File: src/rtl/serial_mac_engine.sv
// Bit-serial loaded multiply-accumulate engine: serial operand load, iterative
// shift-add multiply, signed/unsigned accumulate with saturation and serial readout.
module serial_mac_engine #(
   parameter int unsigned OP_W  = 8,
   parameter int unsigned ACC_W = 20
) (
   input  logic             clk,
   input  logic             reset_n,
   input  logic             shift_clk,
   input  logic             sin_a,
   input  logic             sin_b,
   input  logic             start,
   input  logic             clear,
   input  logic             signed_mode,
   input  logic             sat_en,
   input  logic             load_res,
   output logic             busy,
   output logic             done,
   output logic [ACC_W-1:0] acc,
   output logic             carry_out,
   output logic             overflow,
   output logic             sout
);

   localparam int unsigned PROD_W = 2 * OP_W;
   localparam int unsigned CNT_W  = $clog2(OP_W + 1);

   if (OP_W < 2) begin : g_bad_op_w
      $error("serial_mac_engine: OP_W must be >= 2");
   end
   if (ACC_W < PROD_W) begin : g_bad_acc_w
      $error("serial_mac_engine: ACC_W must be >= 2*OP_W");
   end

   typedef enum logic [1:0] {
      IDLE = 2'd0,
      MUL  = 2'd1,
      ACC  = 2'd2
   } state_t;

   state_t              state;
   state_t              state_nxt;

   logic                shift_prev;
   logic                shift_edge_c;
   logic [OP_W-1:0]     opa_sr;
   logic [OP_W-1:0]     opb_sr;
   logic [ACC_W-1:0]    rd_sr;

   logic [PROD_W-1:0]   mcand;
   logic [OP_W-1:0]     mplier;
   logic [PROD_W-1:0]   prod;
   logic [CNT_W-1:0]    cnt;
   logic                sg_q;
   logic                sat_q;

   logic                latch_c;
   logic                step_c;
   logic                acc_wr_c;
   logic                busy_nxt_c;

   logic [PROD_W-1:0]   mcand_init_c;
   logic [PROD_W-1:0]   pp_c;
   logic [PROD_W-1:0]   prod_step_c;
   logic [ACC_W-1:0]    prod_ext_c;
   logic [ACC_W:0]      sum_c;
   logic                ovf_c;
   logic [ACC_W-1:0]    sat_val_c;
   logic [ACC_W-1:0]    acc_nxt_c;

   assign shift_edge_c = shift_clk & ~shift_prev;
   assign sout         = rd_sr[0];

   // State register
   always_ff @(posedge clk or negedge reset_n) begin
      if (!reset_n) begin
         state <= IDLE;
      end else begin
         state <= state_nxt;
      end
   end

   // Next-state and control decode; clear overrides everything
   always_comb begin
      state_nxt = state;
      latch_c   = 1'b0;
      step_c    = 1'b0;
      acc_wr_c  = 1'b0;
      unique case (state)
         IDLE: begin
            if (start) begin
               state_nxt = MUL;
               latch_c   = 1'b1;
            end
         end
         MUL: begin
            if (cnt == CNT_W'(OP_W)) begin
               state_nxt = ACC;
            end else begin
               step_c = 1'b1;
            end
         end
         ACC: begin
            state_nxt = IDLE;
            acc_wr_c  = 1'b1;
         end
         default: state_nxt = IDLE;
      endcase
      if (clear) begin
         state_nxt = IDLE;
         latch_c   = 1'b0;
         step_c    = 1'b0;
         acc_wr_c  = 1'b0;
      end
      busy_nxt_c = (state_nxt != IDLE);
   end

   // Multiplier datapath: one partial product per cycle, MSB term subtracted when signed
   always_comb begin
      if (signed_mode) begin
         mcand_init_c = PROD_W'($signed(opa_sr));
      end else begin
         mcand_init_c = PROD_W'(opa_sr);
      end
      pp_c = mplier[0] ? mcand : '0;
      if (sg_q && (cnt == CNT_W'(OP_W - 1))) begin
         prod_step_c = prod - pp_c;
      end else begin
         prod_step_c = prod + pp_c;
      end
   end

   // Accumulate: extend product, add with carry bit, detect overflow, saturate
   always_comb begin
      if (sg_q) begin
         prod_ext_c = ACC_W'($signed(prod));
      end else begin
         prod_ext_c = ACC_W'(prod);
      end
      sum_c = {1'b0, acc} + {1'b0, prod_ext_c};
      if (sg_q) begin
         ovf_c = (acc[ACC_W-1] == prod_ext_c[ACC_W-1]) &&
                 (sum_c[ACC_W-1] != acc[ACC_W-1]);
      end else begin
         ovf_c = sum_c[ACC_W];
      end
      if (!sg_q) begin
         sat_val_c = '1;
      end else if (prod_ext_c[ACC_W-1]) begin
         sat_val_c = {1'b1, {(ACC_W-1){1'b0}}};
      end else begin
         sat_val_c = {1'b0, {(ACC_W-1){1'b1}}};
      end
      if (ovf_c && sat_q) begin
         acc_nxt_c = sat_val_c;
      end else begin
         acc_nxt_c = sum_c[ACC_W-1:0];
      end
   end

   // Operation registers
   always_ff @(posedge clk or negedge reset_n) begin
      if (!reset_n) begin
         mcand  <= '0;
         mplier <= '0;
         prod   <= '0;
         cnt    <= '0;
         sg_q   <= 1'b0;
         sat_q  <= 1'b0;
      end else if (latch_c) begin
         mcand  <= mcand_init_c;
         mplier <= opb_sr;
         prod   <= '0;
         cnt    <= '0;
         sg_q   <= signed_mode;
         sat_q  <= sat_en;
      end else if (step_c) begin
         mcand  <= mcand << 1;
         mplier <= mplier >> 1;
         prod   <= prod_step_c;
         cnt    <= cnt + CNT_W'(1);
      end
   end

   // Accumulator, flags and status outputs
   always_ff @(posedge clk or negedge reset_n) begin
      if (!reset_n) begin
         acc       <= '0;
         carry_out <= 1'b0;
         overflow  <= 1'b0;
         busy      <= 1'b0;
         done      <= 1'b0;
      end else begin
         busy <= busy_nxt_c;
         done <= acc_wr_c;
         if (clear) begin
            acc       <= '0;
            carry_out <= 1'b0;
            overflow  <= 1'b0;
         end else if (acc_wr_c) begin
            acc       <= acc_nxt_c;
            carry_out <= sum_c[ACC_W];
            overflow  <= overflow | ovf_c;
         end
      end
   end

   // Serial operand load and readout; a readout load beats a shift edge
   always_ff @(posedge clk or negedge reset_n) begin
      if (!reset_n) begin
         shift_prev <= 1'b0;
         opa_sr     <= '0;
         opb_sr     <= '0;
         rd_sr      <= '0;
      end else begin
         shift_prev <= shift_clk;
         if (shift_edge_c) begin
            opa_sr <= {opa_sr[OP_W-2:0], sin_a};
            opb_sr <= {opb_sr[OP_W-2:0], sin_b};
         end
         if (load_res || done) begin
            rd_sr <= acc;
         end else if (shift_edge_c) begin
            rd_sr <= {1'b0, rd_sr[ACC_W-1:1]};
         end
      end
   end

endmodule
File: config.mk
export PLATFORM = sky130hd
export DESIGN_NAME = serial_mac_engine
export DESIGN_NICKNAME = d
export VERILOG_FILES = /design/src/rtl/serial_mac_engine.sv
export SDC_FILE = /design/constraint.sdc
export NUM_CORES = 1
export LEC_CHECK = 0
export CAP_MARGIN = 20
export CELL_PAD_IN_SITES_DETAIL_PLACEMENT = 0
export CELL_PAD_IN_SITES_GLOBAL_PLACEMENT = 1
export CORE_UTILIZATION = 51
export CTS_CLUSTER_DIAMETER = 60
export CTS_CLUSTER_SIZE = 16
export DETAILED_ROUTE_END_ITERATION = 6
export PLACE_DENSITY_LB_ADDON = 0.1
export SLEW_MARGIN = 10
export SYNTH_ARGS = -nofsm -noshare
export SYNTH_HDL_FRONTEND = slang
export SYNTH_SLANG_ARGS = --single-unit
File: constraint.sdc
create_clock -name clk -period 7.7 [get_ports clk]
set_input_delay 0.77 -clock clk [delete_from_list [all_inputs] [get_ports clk]]
set_output_delay 0.77 -clock clk [all_outputs]
set_load 0.01 [all_outputs]
==> results of run 1 <==
[power by group through the flow]
stage	logic (mW)	registers (mW)	clock network, mW
after floorplan	0.872	0.787	0
after global placement	1.00	0.854	0
after detailed placement	1.02	0.859	0
after CTS	1.02	0.849	0.448
after global routing	1.16	0.870	0.471
final	1.02	0.851	0.438
[through the flow]
| stage | power (mW) | setup WS [ns] | util (%) |
|---|---|---|---|
| floorplan | 1.66 | 4.00 | - |
| global placement | 1.85 | 3.86 | 56.2 |
| detailed placement | 1.88 | 3.75 | 56.2 |
| CTS | 2.32 | 3.74 | 58.4 |
| global route | 2.50 | 3.32 | 58.5 |
| finish | 2.31 | 3.70 | 58.5 |
[state kept, by name, indices dropped and copies added (netlist names)]
signal,cells
opa_sr,8
mcand,16
prod,16
acc,20
state,2
opb_sr,8
rd_sr,20
cnt,4
shift_prev,1
overflow,1
carry_out,1
done,1
busy,1
sg_q,1
sat_q,1
mplier,8
[final timing paths]
check,startpoint,to,slack (ns)
worst max-delay path,mplier[0],prod[15],3.70
worst min-delay path,reset_n,acc[15],0.46
worst max register to register,mplier[0],prod[15],3.70
worst min register to register,opb_sr[7],mplier[7],0.47
max in group asynchronous,reset_n,mcand[0],6.09
min in group clk,opb_sr[7],mplier[7],0.47
[logic make-up after synthesis]
kind of cell               Yosys count  share of synthesized area, %
AOI/OAI and AO/OA                  191                          18.6
xor gates and xnor gates            35                          4.58
adders and majority gates           40                          7.70
buffers and inverters               53                          3.38
DFF                                109                          40.7
muxes                               37                          5.83
and+or+nand+nor                    275                          19.1
[per-layer routing]
| metal | track usage [%] | up-vias | wire [µm] |
|---|---|---|---|
| met5 | 0 | - | 0 |
| met4 | 8.78 | 0 | 283 |
| met3 | 3.58 | 18 | 461 |
| met2 | 39.0 | 83 | 7170 |
| met1 | 29.7 | 2543 | 6880 |
| li1 | - | 2683 | - |
[layout make-up]
| type | instances | share of cell area [%] |
|---|---|---|
| clock buffers | 12 | 3.45 |
| clock inverters | 4 | 0.303 |
| inverters | 18 | 0.908 |
| multi-input cells | 578 | 50.3 |
| flip-flops and latches | 109 | 36.7 |
| well taps | 172 | 2.89 |
| repair buffers | 42 | 5.45 |
[cells in the final DEF, fill, tap and decap left out, drive strengths merged, types with 9 or more instances in the layout]
cell type        n
a21o            13
a21oi           34
a31oi           13
buf              9
clkbuf          12
clkdlybuf4s50   33
dfrtp          109
ha              38
inv             18
mux2            16
mux2i           21
nand2          120
nand3           26
nor2            61
nor3            16
o21ai           70
xnor2           21
xor2            14
==> flow_summary.yaml, run 1 <==
cells_and_area:
  fin_area_mm2: 0.00744
  finalNetCount: 808
  stdcell_count: 935
  drive_gt1_share_pct: 7.99
  diodes: 0
  multiInputGateArea_mm2: 0.00375
  ff_latch_area_mm2: 0.00273
  fill_cells: 1145
  area_growth_pct: 11.1
global_routing:
  grt_usage_pct: 23.0
  grt_max_degree: 58
  grt_pass1_wl_mm: 24.0
  grt_overflow_total: 0
  grt_pass1_vias: 4838
  antenna_found_initial: 0
route:
  vias: 5327
  avgRoutedWirePerCell_um: 15.8
  vias_per_cell: 5.70
  drt_iter0_markers: 226
  dr.pass1.iters: 4
  drtAntennaViolNets: 0
  drc: 0
  wl_mm: 14.8
worst_setup_path:
  cp_cell_sequence: "nand2_1, ha_1, nor2_1, nor2_1, a31oi_1, o21ai_0, ha_1, o21a_1, o21ai_0, a211oi_1, nor4b_2, o41a_1, o211ai_2, or2b_2, a31oi_2"
  cp_num_cells: 15
  r2r_cells: 15
  max_stage_delay_ns: 0.79
  critPathRequiredTime_ns: 7.98
  critPathCaptureType: "flip-flop"
  worstPathArrival_ns: 4.28
  cpMaxStageDelayCell: "dfrtp_1"
  path_buf_inv: 0
  worstPathMaxFanout: 23
  crit_family: "compound AO/OA/AOI/OAI gates"
  critPathKind: "reg -> reg"
  cp-start-kind: "flip-flop"
yosys:
  yosysTopAreaCellShare_pct: 40.7
  yosys_register_bits: 109
  synthCells: 740
  async_flop_share_pct: 100
  synth.most_common_cell: "nand2_1"
  ys_types: 70
  syn_avg_cell_area_um2: 9.05
  yosysTopAreaCell: "dfrtp_1"
  syn_nets: 790
  synth_common_cells: "nand2_1, dfrtp_1, nor2_1"
  ys.flop_type: "dfrtp_1"
  synth-edff-count: 0
  synth_area_leaders: "dfrtp_1, ha_1, nand2_1"
  yosysWarningCount: 0
  netlist_area_mm2: 0.00670
  ys_seq_area_share_pct: 40.7
floorplan:
  placeableCoreArea_mm2: 0.0127
  num_io_pins: 35
  start_util_pct: 52.6
  die-area_mm2: 0.0136
  fp.dieH_um: 117
  die_x_um: 117
  num_rows: 41
power:
  powerDensity_mw_per_mm2: 311
  p_leak_nw: 3.47
  p_int_mw: 1.40
  p_sw_share_pct: 39.6
  sequentialPowerShare_pct: 36.8
  clkPwrFrac_pct: 18.9
  p_sw_mw: 0.915
  combinationalPowerShare_pct: 44.2
  irDropWorstVdd_uv: 175
sta:
  skew_ns: 0.00669
  rsz0062_at_grt: "false"
  worst_pin_slew_ns: 1.03
  drv_slew: 0
  finalCritPeriodShare_pct: 51.9
  timing.hold.ws_ns: 0.456
  min_period_ns: 4.00
  setup_tns_ns: 0
  fmax_ghz: 0.250
  slew-limit-headroom_pct: 31.0
  hold_viol_final: 0
  setup_viol: 0
clock_network:
  cts.sinks: 109
  ctsHoldBuffers: 0
  numCtsBuffers: 9
  cts_setup_buffers: 0
  clk_latency_ns: 0.36
  root_buffer: "clkbuf_16"
  cts_buffer_depth: 2
  ctsResizeCount: 0
  clk_pin_slew_ns: 0.07
  htreeDepth: 3
  cts_tree: "yes"
placement:
  post-place-cells: 918
  hpwlAfterDp_mm: 11.0
  portBuffers: 34
  dpl_cell_area_mm2: 0.00715
  gp_congestion: 0.869
flow_run:
  max-cap-violations: 0
worst_hold_path:
  min_path_type: "in -> async"
status:
  status: "finished, final reports clean"
Power figures use the tool's default switching activity.
==> inputs of run 2 (changes only) <==
--- a/config.mk
+++ b/config.mk
@@ -8,7 +8,7 @@
 export CAP_MARGIN = 20
 export CELL_PAD_IN_SITES_DETAIL_PLACEMENT = 0
 export CELL_PAD_IN_SITES_GLOBAL_PLACEMENT = 1
-export CORE_UTILIZATION = 51
+export CORE_UTILIZATION = 43
 export CTS_CLUSTER_DIAMETER = 60
 export CTS_CLUSTER_SIZE = 16
 export DETAILED_ROUTE_END_ITERATION = 6
==> constraint.sdc (replaced) <==
create_clock -name clk -period 3.5 [get_ports clk]
set_input_delay 0.35 -clock clk [delete_from_list [all_inputs] [get_ports clk]]
set_output_delay 0.35 -clock clk [all_outputs]
set_load 0.01 [all_outputs]
==> flow_summary.yaml, run 2 (synthesis gave the netlist of run 1 again) <==
cells_and_area:
  ff_latch_area_mm2: 0.00273
  diodes: 0
  utilization_pct: 50.3
  largestRegisters: "acc x20, rd_sr x20"
  fill_cells: 1406
  drive_gt1_share_pct: 10.4
  area_growth_pct: 14.1
  final_cell_mix: "nand2_1, dfrtp_1, nor2_1, o21ai_0, ha_1"
  multiInputGateArea_mm2: 0.00377
  layout_commonest_cell: "nand2_1"
  finalNetCount: 824
clock_network:
  numCtsBuffers: 9
  htreeDepth: 3
  cts.sinks: 109
  root_buffer: "clkbuf_16"
  cts_buffer_depth: 2
  cts_tree: "yes"
  clk_pin_slew_ns: 0.07
  clk_latency_ns: 0.36
placement:
  portBuffers: 34
  hpwlAfterDp_mm: 11.4
  gp_congestion: 0.858
route:
  drt_iter0_markers: 172
  dr.pass1.iters: 4
  wl_met3_um: 383
  vias_per_cell: 5.49
  avgRoutedWirePerCell_um: 15.4
  wl_met1_mm: 7.00
  highest_layer: "met4"
  drc: 0
  vias: 5307
  drtAntennaViolNets: 0
  wl_mm: 14.9
  routed-wl-met2_mm: 7.29
floorplan:
  num_rows: 45
  die_x_um: 127
  num_io_pins: 35
  start_util_pct: 44.1
  fp.dieH_um: 127
  placeableCoreArea_mm2: 0.0152
  die-area_mm2: 0.0161
worst_setup_path:
  max_stage_delay_ns: 0.41
  cp-start-kind: "flip-flop"
  cpMaxStageDelayCell: "dfrtp_1"
  crit_family: "simple AND/OR/NAND/NOR gates"
  cp_cell_sequence: "ha_1, and4b_1, buf_4, a311o_1, xnor2_2, ha_2, a21oi_1, nor2b_1, nor4b_4, o41a_1, o211ai_2, or2b_2, a31oi_2"
  worstPathArrival_ns: 3.59
  critPathCaptureType: "flip-flop"
  worstPathMaxFanout: 7
  critPathRequiredTime_ns: 3.78
  path_buf_inv: 1
  critPathKind: "reg -> reg"
power:
  p_leak_nw: 3.58
  irDropWorstVdd_uv: 355
  powerDensity_mw_per_mm2: 700
status:
  status: "finished, final reports clean"
flow_run:
  max-cap-violations: 0
global_routing:
  grt_overflow_total: 0
  grt_pass1_wl_mm: 25.4
  grt_pass1_vias: 5252
  grt_max_degree: 41
  antenna_found_initial: 0
  grt_usage_pct: 19.9
sta:
  fmax_ghz: 0.303
  finalCritPeriodShare_pct: 94.4
  hold_viol_final: 0
  setup_tns_ns: 0
  rsz0062_at_grt: "false"
  setup_viol: 0
  min_period_ns: 3.30
  drv_slew: 0
  skew_ns: 0.00938
  slew-limit-headroom_pct: 28.2
  worst_pin_slew_ns: 1.08
worst_hold_path:
  min_path_type: "reg -> reg"
-- run 2: worst paths after layout --
| kind | start | to | slack, ns | depth (start not counted) |
|---|---|---|---|---|
| min in group asynchronous | reset_n | rd_sr[16] | 0.49 | 2 |
| hold reg to reg | opb_sr[7] | mplier[7] | 0.48 | 2 |
| setup / recovery | cnt[0] | prod[15] | 0.20 | 13 |
| hold / removal | opb_sr[7] | mplier[7] | 0.48 | 2 |
| setup reg to reg | cnt[0] | prod[15] | 0.20 | 13 |
| max in group asynchronous | reset_n | acc[4] | 2.25 | 3 |
-- run 2: layer usage --
layer  vias up  global-route usage [%]
met3        16                    3.88
met1      2492                    24.7
li1       2729                       -
met2        70                    34.6
met4         0                    6.37
met5         -                       0
-- run 2: tightest hold or removal path, stage by stage, from the launching register on --
cell,delay [ns]
dfrtp_1,0.35
nand2_1,0.05
nand2_1,0.05
-- run 2: timing repair --
item / 4_1_cts / 5_1_grt
gates resized for setup: 0 / 7
hold buffers: 1 / 0
setup endpoints to repair: 0 / 2
buffers inserted: 0 / 1
hold endpoints to repair: 31 / 0
-- run 2: where the power goes --
part           switching (mW)  total, mW  leakage (nW)  internal [mW]
Clock                   0.459       1.08         0.159          0.616
Sequential              0.293       1.82          1.43           1.52
Combinational            1.32       2.46          1.98           1.14
-- run 2: layout make-up --
type / count / share of cell area [%]
flip-flops and latches: 109 / 35.7
inverters: 18 / 0.884
repair buffers: 58 / 6.81
multi-input cells: 578 / 49.4
clock inverters: 4 / 0.688
well taps: 188 / 3.08
clock buffers: 12 / 3.49
-- run 2: per-stage QoR --
step                hold slack (ns)  instance area [µm²]  std cells  worst slack (ns)  total power [mW]
global placement              0.324                 7280        949             0.179              4.20
floorplan                    0.0544                 6700        740            0.0100              3.65
CTS                           0.478                 7610        966            0.0640              5.37
finish                        0.482                 7640        967             0.197              5.35
detailed placement            0.324                 7280        949            0.0886              4.25
global route                  0.478                 7640        967           0.00262              5.82
